## src/rtl/iob_iob2wb_bridge.sv

```systemverilog
// IOb-to-Wishbone bridge: queues IOb requests in a small FIFO and replays them as single Wishbone cycles.
// Define IOB_IOB2WB_TIMEOUT_EN to terminate stalled Wishbone cycles after 2**TIMEOUT_W-1 cycles.
module iob_iob2wb_bridge #(
    parameter int ADDR_W    = 32,
    parameter int DATA_W    = 32,
    parameter int REQ_DEPTH = 4,
    parameter int TIMEOUT_W = 8
) (
    input  logic                         clk_i,
    input  logic                         arst_i,
    input  logic                         valid_i,
    input  logic [ADDR_W-1:0]            addr_i,
    input  logic [DATA_W-1:0]            wdata_i,
    input  logic [DATA_W/8-1:0]          wstrb_i,
    output logic                         ready_o,
    output logic                         rvalid_o,
    output logic [DATA_W-1:0]            rdata_o,
    output logic [ADDR_W-1:0]            wb_adr_o,
    output logic [DATA_W/8-1:0]          wb_sel_o,
    output logic                         wb_we_o,
    output logic                         wb_cyc_o,
    output logic                         wb_stb_o,
    output logic [DATA_W-1:0]            wb_dat_o,
    input  logic                         wb_ack_i,
    input  logic                         wb_err_i,
    input  logic [DATA_W-1:0]            wb_dat_i,
    output logic                         err_o,
    input  logic                         err_clr_i,
    output logic [$clog2(REQ_DEPTH):0]   pending_o
);

    localparam int STRB_W = DATA_W / 8;
    localparam int PTR_W  = $clog2(REQ_DEPTH);
    localparam int CNT_W  = PTR_W + 1;

    typedef enum logic {
        IDLE = 1'b0,
        BUS  = 1'b1
    } state_t;

    state_t state, state_nxt;

    logic [ADDR_W-1:0] adr_mem [REQ_DEPTH];
    logic [DATA_W-1:0] dat_mem [REQ_DEPTH];
    logic [STRB_W-1:0] sel_mem [REQ_DEPTH];

    logic [PTR_W-1:0]  wr_ptr;
    logic [PTR_W-1:0]  rd_ptr;
    logic [CNT_W-1:0]  count;
    logic              full;
    logic              empty;
    logic              push;
    logic              pop;
    logic              load;
    logic              bus_fail;
    logic              tmo_hit;

    assign full      = (count == CNT_W'(REQ_DEPTH));
    assign empty     = (count == '0);
    assign push      = valid_i && !full;
    assign ready_o   = !full;
    assign pending_o = count;
    assign wb_cyc_o  = (state == BUS);
    assign wb_stb_o  = (state == BUS);

    // Payload storage carries no reset; only pointers and count define validity.
    always_ff @(posedge clk_i) begin
        if (push) begin
            adr_mem[wr_ptr] <= addr_i;
            dat_mem[wr_ptr] <= wdata_i;
            sel_mem[wr_ptr] <= wstrb_i;
        end
    end

    always_ff @(posedge clk_i or posedge arst_i) begin
        if (arst_i) begin
            wr_ptr <= '0;
            rd_ptr <= '0;
            count  <= '0;
        end else begin
            if (push) wr_ptr <= wr_ptr + PTR_W'(1);
            if (pop)  rd_ptr <= rd_ptr + PTR_W'(1);
            count <= count + CNT_W'(push) - CNT_W'(pop);
        end
    end

    always_ff @(posedge clk_i or posedge arst_i) begin
        if (arst_i) state <= IDLE;
        else        state <= state_nxt;
    end

    always_comb begin
        state_nxt = state;
        load      = 1'b0;
        pop       = 1'b0;
        bus_fail  = 1'b0;
        case (state)
            IDLE: begin
                if (!empty) begin
                    state_nxt = BUS;
                    load      = 1'b1;
                end
            end
            BUS: begin
                if (wb_ack_i || wb_err_i || tmo_hit) begin
                    state_nxt = IDLE;
                    pop       = 1'b1;
                    bus_fail  = wb_err_i || tmo_hit;
                end
            end
            default: state_nxt = IDLE;
        endcase
    end

    // Bus signals are latched from the FIFO head on entry to BUS so they stay stable for the cycle.
    always_ff @(posedge clk_i or posedge arst_i) begin
        if (arst_i) begin
            wb_adr_o <= '0;
            wb_dat_o <= '0;
            wb_sel_o <= '0;
            wb_we_o  <= 1'b0;
        end else if (load) begin
            wb_adr_o <= adr_mem[rd_ptr];
            wb_dat_o <= dat_mem[rd_ptr];
            wb_we_o  <= |sel_mem[rd_ptr];
            wb_sel_o <= (|sel_mem[rd_ptr]) ? sel_mem[rd_ptr] : {STRB_W{1'b1}};
        end
    end

    always_ff @(posedge clk_i or posedge arst_i) begin
        if (arst_i) begin
            rvalid_o <= 1'b0;
            rdata_o  <= '0;
            err_o    <= 1'b0;
        end else begin
            rvalid_o <= pop && !wb_we_o;
            if (pop && !wb_we_o) rdata_o <= bus_fail ? '0 : wb_dat_i;
            // A new error wins over a same-cycle clear.
            if (pop && bus_fail) err_o <= 1'b1;
            else if (err_clr_i)  err_o <= 1'b0;
        end
    end

`ifdef IOB_IOB2WB_TIMEOUT_EN
    logic [TIMEOUT_W-1:0] tmo_cnt;

    always_ff @(posedge clk_i or posedge arst_i) begin
        if (arst_i)                  tmo_cnt <= '0;
        else if (state == BUS && !pop) tmo_cnt <= tmo_cnt + TIMEOUT_W'(1);
        else                         tmo_cnt <= '0;
    end

    assign tmo_hit = (state == BUS) && (tmo_cnt == {TIMEOUT_W{1'b1}});
`else
    assign tmo_hit = 1'b0;
`endif

endmodule

```

## config.mk

```make
export PLATFORM = sky130hd
export DESIGN_NAME = iob_iob2wb_bridge
export DESIGN_NICKNAME = d
export VERILOG_FILES = /design/src/rtl/iob_iob2wb_bridge.sv
export SDC_FILE = /design/constraint.sdc
export NUM_CORES = 1
export LEC_CHECK = 0
export ABC_AREA = 1
export ABC_CLOCK_PERIOD_IN_PS = 7800
export CORE_ASPECT_RATIO = 0.75
export CORE_MARGIN = 5
export CORE_UTILIZATION = 45
export DETAILED_ROUTE_END_ITERATION = 7
export GPL_TIMING_DRIVEN = 0
export PLACE_DENSITY = 0.66
export SLEW_MARGIN = 15
export SYNTH_ARGS = -nofsm -noshare
export SYNTH_HDL_FRONTEND = slang
export SYNTH_SLANG_ARGS = --single-unit
```

## constraint.sdc

```tcl
create_clock -name clk_i -period 7.8 [get_ports clk_i]
set_clock_uncertainty 0.15 [all_clocks]
set_input_delay 0.78 -clock clk_i [delete_from_list [all_inputs] [get_ports clk_i]]
set_output_delay 0.78 -clock clk_i [all_outputs]
set_load 0.005 [all_outputs]
```

# After elaboration in Yosys (flattened, before gate mapping)
# Memory sizes are Yosys's and may differ from the RTL's. A register that Yosys moved wholly into a read port is not among the register bits.
# Index checks and enable logic that the tools add are counted.
# totals
mem_count	3
out_inout_bits	109
input_bits	106
ramBits	272
regBits	47
# mem_list
name	depth	width	read_ports	rd_clocked_by_memory_dff	wr	line_no	source
adr_mem	4	32	1	1	1	43	logic [ADDR_W-1:0] adr_mem [REQ_DEPTH];
dat_mem	4	32	1	1	1	44	logic [DATA_W-1:0] dat_mem [REQ_DEPTH];
sel_mem	4	4	1	0	1	45	logic [STRB_W-1:0] sel_mem [REQ_DEPTH];
# op_classes
mux	14
n_addsub	4
n_eq_ne	1
reduce_logical	9
bitwise	1
# op_table
cell	n
$mux W32	1
$mux W1	11
$add A2 B1 Y2 const B	2
$mux W4	1
$reduce_or A4 Y1	1
$add A3 B1 Y3	1
$eq A3 B3 Y1 const B	1
$logic_and A1 B1 Y1	3
$logic_not A3 Y1	1
$sub A3 B1 Y3	1
$logic_not A1 Y1	2
$pmux W1 S2	1
$reduce_bool A2 Y1	1
$logic_or A1 B1 Y1	1
$not A1 Y1	1

# Logic depth before layout (Yosys ltp)
# Gate-level depths: netlist of the first run.
# depth
ltp_word	5
mapped_depth	11
ltp_nobuf	11

# Least setup slack after synthesis of the first run
# OpenSTA, ideal clock, no wires.
# synth_timing
kind	input port to flip-flop
from	in valid_i
to	mem adr_mem[0][0] (enable)
t_arrival_ns	3.803
required_ns	7.155
path_stages	2
path_slack_ns	3.352
n_path_buf	0
setup_time_ns	0.495
cell_sequence	nand2_1 -> nor2_1
# synth_between
elab_chain_cells	3
# synth_rtl
item	line_no	source
from (decl)	11	input logic valid_i,
$logic_and A1 B1 Y1	60	assign push = valid_i && !full;
$mux W1	68	if (push) begin
$mux W1 (not written as such)	69	adr_mem[wr_ptr] <= addr_i;
to (decl)	43	
# Every way passes these cells.

# Worst setup path in the final report of the first run
# layout_timing
from	in valid_i
to	mem adr_mem[1][2] (enable)
# The elaborated chain is that of the path after synthesis.

==> results.ini, run 1 <==
[status]
outcome = finished, final reports clean

[critical_path]
crit_arrival_ps = 2790
crit_path_start = valid_i
path_buf_inv = 4
cp_data_required_time_ps = 7880
cp_num_cells = 6
critPathCaptureType = flip-flop
critical_path.reg2reg.endpoint = adr_mem[1][2]$_DFFE_PP_
critPathLaunchType = input pin
critPathMostFrequentCell = buf_12
reg2reg_slack_ps = 5130
worstSetupPathType = input pin to flip-flop
crit_path_max_incr_delay_ps = 560
regToRegStartpoint = pending_o[1]$_DFF_PP0_
cp_cell_sequence = clkdlybuf4s50_1 > nand2_1 > nor2_4 > buf_12 > buf_12 > buf_16
reg2reg_depth = 7
cp_slowest_cell = nor2_4
crit_fanout = 21
timing.critical_path.max_delay_family = buffers and inverters
cp-endpoint = adr_mem[1][2]$_DFFE_PP_

[timing]
worst-slew-pin-transition_ps = 595
layout_min_cycle_time_ps = 2710
timing.setup.tns_ps = 0
maxSlewViolCount = 0
setup_violations = 0
maxClockFrequency_ghz = 0.369
slew_headroom = 0.603
rsz_0062_raised_after_global_routing = false
timing_hold_violations_final = 0
min_period_over_period = 0.348

[drt]
antenna_violating_nets_post_route = 0
vias = 9851
drt_first_pass_iters = 5
wire_per_inst_um = 19.5
drt_via_density = 5.25
first_iter_violations = 809
postRouteWirelength_mm = 36.6
drc = 0

[logic_synthesis]
yosys.area_share.simple = 0.119
synth_seq_area_share = 0.754
synth_edf_count = 272
synthesis.area_um2 = 14500
xor_xnor_portion_of_the_synthesized_cell_area = 0.00241
synthTopCellsByArea = edfxtp_1, dfrtp_1, nor2_1, o21ai_0, a31oi_1
synth-warning-count = 0
post_synth.cell_area_avg_um2 = 12.5
synthFlopType = edfxtp_1
area_fraction_in_compound_gates_after_synthesis = 0.0873
synth_cells = 1166
ys_seq_elements = 383
post_synth_mux_area_share = 0
synthDominantAreaCellType = edfxtp_1
syn-num-nets = 1279
largest_family_of_logic_cells_by_synthesized_area = simple AND/OR/NAND/NOR gates
post_synth_num_cell_types = 23
share_of_yosys_cell_area_claimed_by_the_top_area_cell_type = 0.563
share_of_synthesized_cell_area_in_full_adder_half_adder_and_majority_cells = 0.00655
asyncSetResetFlopFracSynth = 0.290

[placement]
placed_inst_area_um2 = 17500
detailedPlacementHpwl_mm = 24.1
place.gp.congestion = 0.809
place.port_buffers = 214

[clocking]
worstSkewPairLatency_ps = 520
number_of_h_tree_branching_levels = 2
cts.hold.buffers_added = 0
cts_tree = built
post_cts.resized_instances = 0
clk_path_buf_depth = 3
postCtsSetupBuffers = 0
ctsRootBufferMaster = clkbuf_16
cts.sink_count = 383
cts_inserted_buffers = 39
cts.clk_slew.worst_paths_ps = 60

[worst_hold_path]
hold_path_class = flip-flop to flip-flop

[floorplanning]
floorplan.rows = 57
die-width_um = 217
core_um2 = 32100
io-pin-count = 215
die_height_um = 166
fp.dieArea_um2 = 36000
starting_density = 0.452

[layout]
final_layout_size_suffix_gt1_frac = 0.0943
area.sequential_um2 = 10900
multi_input_comb_area_um2 = 3150
area_growth_pct = 30.0
fillerInstances = 2557
final_nets = 1547
final_cell_area_um2 = 18900

[run]
drv.max_cap_violation_count = 0

[global_route]
maximum_number_of_pins_on_one_net_before_global_route_repair = 60
grt_pass1_wl_mm = 56.4
grt_overflow = 0
globalRouteTotalUtil = 0.203
first_global_vias = 9794
antenna_found_initial = 3

[power]
cell_internal_power_mw = 5.10
leakagePower_nw = 7.02
vdd.ir_drop.worst_v = 0.000225
total_power_per_unit_cell_area_nw_per_um2 = 409
p_comb_frac = 0.356
power.switching_mw = 2.61
share_seq_of_total_power = 0.393
clock_share_of_power = 0.251
switching_share = 0.338

how the worst min path moves through the flow:
stage                             from                       to  slack, ps  cells after the start
6_report       wb_sel_o[1]$_DFFE_PP0P_  wb_sel_o[1]$_DFFE_PP0P_        350                      2
2_1_floorplan  wb_sel_o[0]$_DFFE_PP0P_  wb_sel_o[0]$_DFFE_PP0P_        320                      2
5_1_grt        wb_sel_o[1]$_DFFE_PP0P_  wb_sel_o[1]$_DFFE_PP0P_        380                      2
4_1_cts        wb_sel_o[1]$_DFFE_PP0P_  wb_sel_o[1]$_DFFE_PP0P_        360                      2
3_3_place_gp   wb_sel_o[3]$_DFFE_PP0P_  wb_sel_o[3]$_DFFE_PP0P_        320                      2
3_5_place_dp   wb_sel_o[1]$_DFFE_PP0P_  wb_sel_o[1]$_DFFE_PP0P_        340                      2
per-layer routing:
| layer | share of wire | routed length, µm | track usage |
|---|---|---|---|
| met1 | 0.45 | 16600 | 0.290 |
| met2 | 0.46 | 17000 | 0.326 |
| met3 | 0.065 | 2380 | 0.0412 |
| met4 | 0.017 | 638 | 0.0474 |
| met5 | 0.00057 | 21 | 0 |
layout by cell type (no fill, tap or decap), drive strengths merged:
cell type and instances:
xor2 3, nand2 73, a21oi 1, clkdlybuf4s50 214
ha 6, clkinv 16, o21ai 162, o21bai 4
bufinv 5, edfxtp 272, buf 65, dfrtp 111
fa 1, inv 25, clkinvlp 3, clkbuf 66
a31oi 65, nor2 329, xnor2 1, nand3 42
diode 1
worst min-delay path: stages, from the launching register on:
cell and delay (ps):
dfrtp_1 360, nand2_1 60, nand2_1 60
area by class of cell:
type	instances	share of cell area
Antenna cell	1	0.000133
Buffer	72	0.0192
Clock buffer	46	0.0575
Clock inverter	25	0.0141
Inverter	24	0.00504
Multi-Input combinational cell	687	0.167
Sequential cell	383	0.580
Tap cell	413	0.0274
Timing Repair Buffer	227	0.130
logic make-up after synthesis:
| family | Yosys count |
|---|---|
| xor gates and xnor gates | 4 |
| buffers and inverters | 96 |
| adders and majority gates | 7 |
| and+or+nand+nor | 444 |
| DFF | 383 |
| AOI/OAI and AO/OA | 232 |
flip-flops by register name, indices dropped and copies added (netlist names):
| signal | count |
|---|---|
| rdata_o | 32 |
| wb_we_o | 1 |
| adr_mem | 128 |
| pending_o | 3 |
| rvalid_o | 1 |
| wb_sel_o | 4 |
| wb_dat_o | 32 |
| rd_ptr | 2 |
| err_o | 1 |
| wb_cyc_o | 1 |
| wr_ptr | 2 |
| sel_mem | 16 |
| wb_adr_o | 32 |
| dat_mem | 128 |
power groups by stage:
stage / registers (mW) / logic (mW) / clock network (mW)
floorplan: 3.06 / 1.41 / 0
global placement: 3.13 / 2.62 / 0
detailed placement: 3.07 / 2.78 / 0
CTS: 3.04 / 2.79 / 1.97
global route: 3.09 / 3.06 / 2.06
finish: 3.03 / 2.74 / 1.93
cell usage after synthesis, types with 2 or more instances:
cell      count
nand2_1      73
buf_1         2
buf_2        41
nand3_1      42
o21ai_0     161
xor2_1        3
dfrtp_1     111
buf_6         2
buf_4         7
nor2_1      328
o21bai_1      4
inv_1        23
a31oi_1      64
edfxtp_1    272
ha_1          6
clkbuf_1     20
metrics by stage:
| stage | setup WS (ps) | instances | power, mW | util | hold slack (ps) |
|---|---|---|---|---|---|
| after floorplan | 3350 | 1166 | 4.47 | - | 322 |
| after global placement | 238 | 1793 | 5.75 | 0.535 | 315 |
| after detailed placement | 4500 | 1806 | 5.85 | 0.546 | 341 |
| after CTS | 5050 | 1877 | 7.80 | 0.588 | 357 |
| after global routing | 4960 | 1878 | 8.21 | 0.588 | 385 |
| final | 5090 | 1878 | 7.71 | 0.588 | 354 |
Note: power is estimated with default switching activity, not from simulation.
==> run 2: changes to the inputs <==
--- a/config.mk
+++ b/config.mk
@@ -6,7 +6,7 @@
 export NUM_CORES = 1
 export LEC_CHECK = 0
 export ABC_AREA = 1
-export ABC_CLOCK_PERIOD_IN_PS = 7800
+export ABC_CLOCK_PERIOD_IN_PS = 2600
 export CORE_ASPECT_RATIO = 0.75
 export CORE_MARGIN = 5
 export CORE_UTILIZATION = 45
==> constraint.sdc (replaced) <==
create_clock -name clk_i -period 2.6 [get_ports clk_i]
set_clock_uncertainty 0.15 [all_clocks]
set_input_delay 0.26 -clock clk_i [delete_from_list [all_inputs] [get_ports clk_i]]
set_output_delay 0.26 -clock clk_i [all_outputs]
set_load 0.005 [all_outputs]
==> run 2 against run 1 <==
  * Core utilization rose by 0.37 points
  * Sequential power grew to 3.0 times the previous value
  * Power rose to 3.0 times the previous value
  * Non-clock buffer count is 7 higher
  * Final area is 0.64% higher
  * Die area unchanged
  * Register-to-register slack got worse by 5000 ps
  * Clock power rose to 3.1 times the previous value
  * Flip-flop and latch count did not move
  * Global-route usage increased by 0.34 points
  * Critical endpoint is now pending_o[2]$_DFF_PP0_
  * Largest cell class unchanged
==> results.ini, run 2 (synthesis results as in run 1) <==
[critical_path]
critPathLaunchType = flip-flop
worstSetupPathType = flip-flop to flip-flop
cp_data_required_time_ps = 2860  ; -5020 ps
regToRegStartpoint = pending_o[1]$_DFF_PP0_
reg2reg_slack_ps = 150  ; -4980 ps
crit_arrival_ps = 2700  ; -90 ps
reg2reg_depth = 10  ; +3
critPathCaptureType = flip-flop
critical_path.reg2reg.endpoint = pending_o[2]$_DFF_PP0_
crit_fanout = 8  ; -62%

[layout]
util_after_layout = 0.592  ; +0.00374
area_growth_pct = 30.8
final_nets = 1554  ; +0.45%
fillerInstances = 2573  ; +0.63%
post_layout_nonfiller_instances = 1885  ; +0.37%
reg_top3 = adr_mem: 128 flops, dat_mem: 128 flops
antenna-diode-count = 0  ; -1
area.sequential_um2 = 10900  ; unchanged
final_layout_size_suffix_gt1_frac = 0.0944  ; +0.000167
final_cell_mix = nor2_1, edfxtp_1, clkdlybuf4s50_1
mostFrequentLayoutCell = nor2_1
multi_input_comb_area_um2 = 3150  ; about the same

[drt]
antenna_violating_nets_post_route = 0  ; unchanged
drt_first_pass_iters = 4  ; -1
vias = 9751  ; -1.0%
first_iter_violations = 764  ; -5.6%
postRouteWirelength_mm = 37.0  ; +1.1%
drt_via_density = 5.17  ; -1.4%
wire_per_inst_um = 19.6  ; +0.69%
drc = 0  ; unchanged

[global_route]
first_global_vias = 9900  ; +1.1%
globalRouteTotalUtil = 0.207  ; +0.00338
maximum_number_of_pins_on_one_net_before_global_route_repair = 34  ; -43%
antenna_found_initial = 1  ; -2
grt_pass1_wl_mm = 56.9  ; +1.0%
grt_overflow = 0  ; unchanged

[power]
leakagePower_nw = 7.07  ; +0.68%
vdd.ir_drop.worst_v = 0.000586  ; +160%
total_power_per_unit_cell_area_nw_per_um2 = 1230  ; +200%

[clocking]
cts.sink_count = 383  ; unchanged
clk_path_buf_depth = 3  ; unchanged
worstSkewPairLatency_ps = 530  ; about the same
cts_tree = built
number_of_h_tree_branching_levels = 2  ; unchanged
cts.clk_slew.worst_paths_ps = 60  ; about the same
ctsRootBufferMaster = clkbuf_16
cts_inserted_buffers = 39  ; unchanged

[placement]
place.gp.congestion = 0.795  ; -1.7%
detailedPlacementHpwl_mm = 24.2  ; about the same
place_inst = 1809  ; +0.17%
place.port_buffers = 214  ; unchanged
place_ws_ps = -297  ; -4800 ps

[worst_hold_path]
hold_start = wb_dat_i[3]
hold-path-endpoint = rdata_o[3]$_DFFE_PP0P_
hold_path_class = input pin to flip-flop
worst_hold_path.num_cells = 3  ; +1

[timing]
slew_headroom = 0.534  ; -0.0690
min_period_over_period = 0.941
maxSlewViolCount = 0  ; unchanged
setup_slack_ps = 155  ; -4930 ps
timing_hold_violations_final = 0  ; unchanged
worst-slew-pin-transition_ps = 698  ; +104 ps
layout_min_cycle_time_ps = 2450
maxClockFrequency_ghz = 0.409
rsz_0062_raised_after_global_routing = false
setup_violations = 0  ; unchanged

[floorplanning]
fp.dieArea_um2 = 36000  ; unchanged
core_um2 = 32100  ; unchanged
die_height_um = 166  ; unchanged
die-width_um = 217  ; unchanged
starting_density = 0.452  ; unchanged
floorplan.rows = 57  ; unchanged
io-pin-count = 215  ; unchanged

[status]
outcome = finished, final reports clean

[run]
drv.max_cap_violation_count = 0  ; unchanged

run 2: cell types whose count changed in the layout (fill, tap and decap cells not counted), sizes merged:
cell,delta
clkinv,-8
buf,+6
inv,+1
diode,-1
clkbuf,+6
bufinv,+2
dlygate4sd3,+1
run 2: repair_timing:
action                     in CTS  in global routing
setup endpoints to repair      75                  0
hold endpoints to repair       16                  0
hold buffers                    1                  0
resized for setup               1                  0
buffers inserted                3                  0
run 2: how the worst max path moves through the flow:
stage                     cells past startpoint              startpoint                        to  slack (ps)
after floorplan                               4  pending_o[1]$_DFF_PP0_   adr_mem[0][0]$_DFFE_PP_        -590
after global placement                        3                 valid_i   adr_mem[1][0]$_DFFE_PP_       -2380
after detailed placement                      6                 valid_i  adr_mem[2][28]$_DFFE_PP_        -300
after CTS                                    10  pending_o[1]$_DFF_PP0_    pending_o[2]$_DFF_PP0_         130
after global routing                         10  pending_o[1]$_DFF_PP0_    pending_o[2]$_DFF_PP0_           5
final                                        10  pending_o[1]$_DFF_PP0_    pending_o[2]$_DFF_PP0_         150
run 2: cell type report:
| class | instances | area share |
|---|---|---|
| Buffer | 72 | 0.0191 |
| Clock buffer | 52 | 0.0571 |
| Sequential cell | 383 | 0.576 |
| Inverter | 24 | 0.00494 |
| Clock inverter | 20 | 0.0151 |
| Multi-Input combinational cell | 687 | 0.166 |
| Timing Repair Buffer | 234 | 0.134 |
| Tap cell | 413 | 0.0272 |
run 2: where the power goes:
| group | total (mW) | leakage, nW | switching (mW) | internal [mW] |
|---|---|---|---|---|
| clock | 5.93 | 0.667 | 2.28 | 3.64 |
| sequential | 9.08 | 3.79 | 0.724 | 8.35 |
| combinational | 8.33 | 2.61 | 4.84 | 3.49 |
| total | 23.3 | 7.07 | 7.84 | 15.5 |
run 2: through the flow:
stage	setup TNS, ps	instance area, µm²	hold slack (ps)	total power, mW
2_1_floorplan	-161720	14500	209	13.4
3_3_place_gp	-698150	17200	315	17.2
3_5_place_dp	-14040	17600	324	17.6
4_1_cts	0	19000	122	23.6
5_1_grt	0	19000	135	24.8
6_report	0	19000	142	23.3
run 2: layer usage:
layer  GRT usage  vias to the layer above  share of wire
met4      0.0459                        2          0.016
met5           0                        -        0.00030
li1            -                     4623              -
met3      0.0414                       52          0.063
met1       0.288                     4766           0.45
met2       0.341                      308           0.47
run 2: critical path, cell delays in order, from the launching register on:
cell and delay [ps]:
dfrtp_1 420, inv_1 150, nand3_1 130, nand2_2 270, ha_1 280, inv_1 50, ha_1 130, inv_1 50
fa_1 400, xnor2_1 140, xor2_1 140
==> run 3: changes to the inputs <==
--- a/config.mk
+++ b/config.mk
@@ -7,12 +7,13 @@
 export LEC_CHECK = 0
 export ABC_AREA = 1
 export ABC_CLOCK_PERIOD_IN_PS = 2600
-export CORE_ASPECT_RATIO = 0.75
+export CELL_PAD_IN_SITES_DETAIL_PLACEMENT = 1
+export CELL_PAD_IN_SITES_GLOBAL_PLACEMENT = 2
 export CORE_MARGIN = 5
-export CORE_UTILIZATION = 45
+export CORE_UTILIZATION = 36
 export DETAILED_ROUTE_END_ITERATION = 7
 export GPL_TIMING_DRIVEN = 0
-export PLACE_DENSITY = 0.66
+export PLACE_DENSITY = 0.76
 export SLEW_MARGIN = 15
 export SYNTH_ARGS = -nofsm -noshare
 export SYNTH_HDL_FRONTEND = slang
==> run 3 against run 2 <==
  * Power fell by 0.97%
  * Core utilization shrank 12 points
  * Register-to-register slack worse by 20 ps
  * Fmax decreased by 1.0%
  * Non-clock buffer count down 3
  * Final area about the same
  * Global-route usage fell by 2.2 points
==> results.ini, run 3 (synthesis results as in run 1) <==
[clocking]
cts.sink_count = 383  ; unchanged
number_of_h_tree_branching_levels = 2  ; unchanged
ctsRootBufferMaster = clkbuf_16
cts_tree = built
worstSkewPairLatency_ps = 550  ; +20 ps
cts_inserted_buffers = 42  ; +7.7%
cts.clk_slew.worst_paths_ps = 60  ; about the same
clk_path_buf_depth = 3  ; unchanged

[drt]
drt_via_density = 4.97  ; -3.9%
drc = 0  ; unchanged
vias = 9935  ; +1.9%
drt_first_pass_iters = 4  ; unchanged
postRouteWirelength_mm = 41.7  ; +13%
first_iter_violations = 478  ; -37%
wire_per_inst_um = 20.9  ; +6.3%
antenna_violating_nets_post_route = 0  ; unchanged

[layout]
final_cell_mix = nor2_1, edfxtp_1, clkdlybuf4s50_1
final_layout_size_suffix_gt1_frac = 0.0883  ; -0.00611
area_growth_pct = 30.7  ; about the same
reg_top3 = adr_mem: 128 flops, dat_mem: 128 flops
post_layout_nonfiller_instances = 1999  ; +6.0%
final_nets = 1554  ; unchanged
util_after_layout = 0.476  ; -0.115
mostFrequentLayoutCell = nor2_1

[placement]
detailedPlacementHpwl_mm = 28.0  ; +16%
place.gp.congestion = 0.741  ; -6.8%
place.port_buffers = 214  ; unchanged
place_inst = 1921  ; +6.2%
place_ws_ps = -188  ; +110 ps

[power]
cell_internal_power_mw = 15.0  ; -3.2%
total_power_per_unit_cell_area_nw_per_um2 = 1220  ; -0.87%
power.switching_mw = 8.11  ; +3.4%
leakagePower_nw = 6.99  ; -1.2%
clock_share_of_power = 0.239  ; -0.015
switching_share = 0.351  ; +0.0150
p_comb_frac = 0.367  ; +0.010
vdd.ir_drop.worst_v = 0.000647  ; +10%
share_seq_of_total_power = 0.395  ; +0.006

[timing]
min_period_over_period = 0.950  ; +0.00952
timing_hold_violations_final = 0  ; unchanged
setup_slack_ps = 130  ; -24.8 ps
slew_headroom = 0.508  ; -0.0269
rsz_0062_raised_after_global_routing = false
layout_min_cycle_time_ps = 2470  ; +24.8 ps
setup_violations = 0  ; unchanged
maxSlewViolCount = 0  ; unchanged
worst-slew-pin-transition_ps = 737  ; +38.6 ps
maxClockFrequency_ghz = 0.405  ; -1.0%

[global_route]
maximum_number_of_pins_on_one_net_before_global_route_repair = 26  ; -24%
first_global_vias = 10800  ; +8.6%
antenna_found_initial = 7  ; +6
globalRouteTotalUtil = 0.185  ; -0.0215
grt_pass1_wl_mm = 63.2  ; +11%
grt_overflow = 0  ; unchanged

[floorplanning]
fp.dieArea_um2 = 44400  ; +23%
starting_density = 0.365  ; -0.0878
io-pin-count = 215  ; unchanged
die-width_um = 211  ; -3.0%
floorplan.rows = 73  ; +28%
die_height_um = 211  ; +27%
core_um2 = 39800  ; +24%

[critical_path]
cp_data_required_time_ps = 2910  ; +50 ps
critPathCaptureType = flip-flop
worstSetupPathType = flip-flop to flip-flop
critPathLaunchType = flip-flop
reg2reg_depth = 9  ; -1
crit_fanout = 8  ; unchanged
crit_arrival_ps = 2780  ; +80 ps

[worst_hold_path]
worst_hold_path.num_cells = 3  ; unchanged
hold_path_class = input pin to flip-flop

[run]
drv.max_cap_violation_count = 0  ; unchanged

[status]
outcome = finished, final reports clean

-- run 3: final timing paths --
kind	start	end	slack, ps
min in group asynchronous	arst_i	rdata_o[22]$_DFFE_PP0P_	560
worst min-delay path	wb_dat_i[22]	rdata_o[22]$_DFFE_PP0P_	120
max in group asynchronous	arst_i	wb_adr_o[2]$_DFFE_PP0P_	780
worst min register to register	wb_sel_o[2]$_DFFE_PP0P_	wb_sel_o[2]$_DFFE_PP0P_	330
worst max-delay path	wb_cyc_o$_DFF_PP0_	pending_o[2]$_DFF_PP0_	130
worst max register to register	wb_cyc_o$_DFF_PP0_	pending_o[2]$_DFF_PP0_	130
-- run 3: layout make-up --
type / instances / area, µm²
Antenna cell: 2 / 5.00
Buffer: 72 / 363
Clock buffer: 58 / 1140
Clock inverter: 17 / 111
Fill cell: 4179 / 20900
Inverter: 24 / 93.8
Multi-Input combinational cell: 687 / 3160
Sequential cell: 383 / 10900
Tap cell: 525 / 657
Timing Repair Buffer: 231 / 2490
-- run 3: stage by stage --
stage	cell area, µm²	setup TNS [ps]	hold slack [ps]	power, mW
2_1_floorplan	14500	-161720	209	13.4
3_3_place_gp	17300	-750870	314	17.4
3_5_place_dp	17700	-6460	323	17.9
4_1_cts	19000	0	87.7	23.5
5_1_grt	19000	0	110	24.6
6_report	19000	0	121	23.1
-- run 3: repair_timing --
item / CTS / global route
buffers inserted: 0 / 0
resized for setup: 2 / 1
cloned: 0 / 0
hold buffers: 1 / 0
setup endpoints to repair: 41 / 1
hold endpoints to repair: 18 / 0
-- run 3: routing by layer --
layer | vias up | routed length, µm | global-route usage
li1 | 4640 | - | -
met3 | 72 | 2360 | 0.0429
met5 | - | 73 | 0
met1 | 4971 | 18200 | 0.239
met2 | 242 | 20200 | 0.313
met4 | 10 | 902 | 0.0557
-- run 3: power groups by stage --
stage / clock network [mW] / logic (mW) / registers, mW
2_1_floorplan: 0 / 4.25 / 9.12
3_3_place_gp: 0 / 8.12 / 9.30
3_5_place_dp: 0 / 8.65 / 9.24
4_1_cts: 5.67 / 8.70 / 9.14
5_1_grt: 5.93 / 9.42 / 9.28
6_report: 5.52 / 8.47 / 9.12
-- run 3: worst max-delay path: stages, from the launching register on --
cell,delay (ps)
dfrtp_2,490
nand2_1,290
inv_1,170
ha_1,300
inv_1,60
ha_1,140
inv_1,50
fa_1,410
xnor2_1,180
xor2_1,160
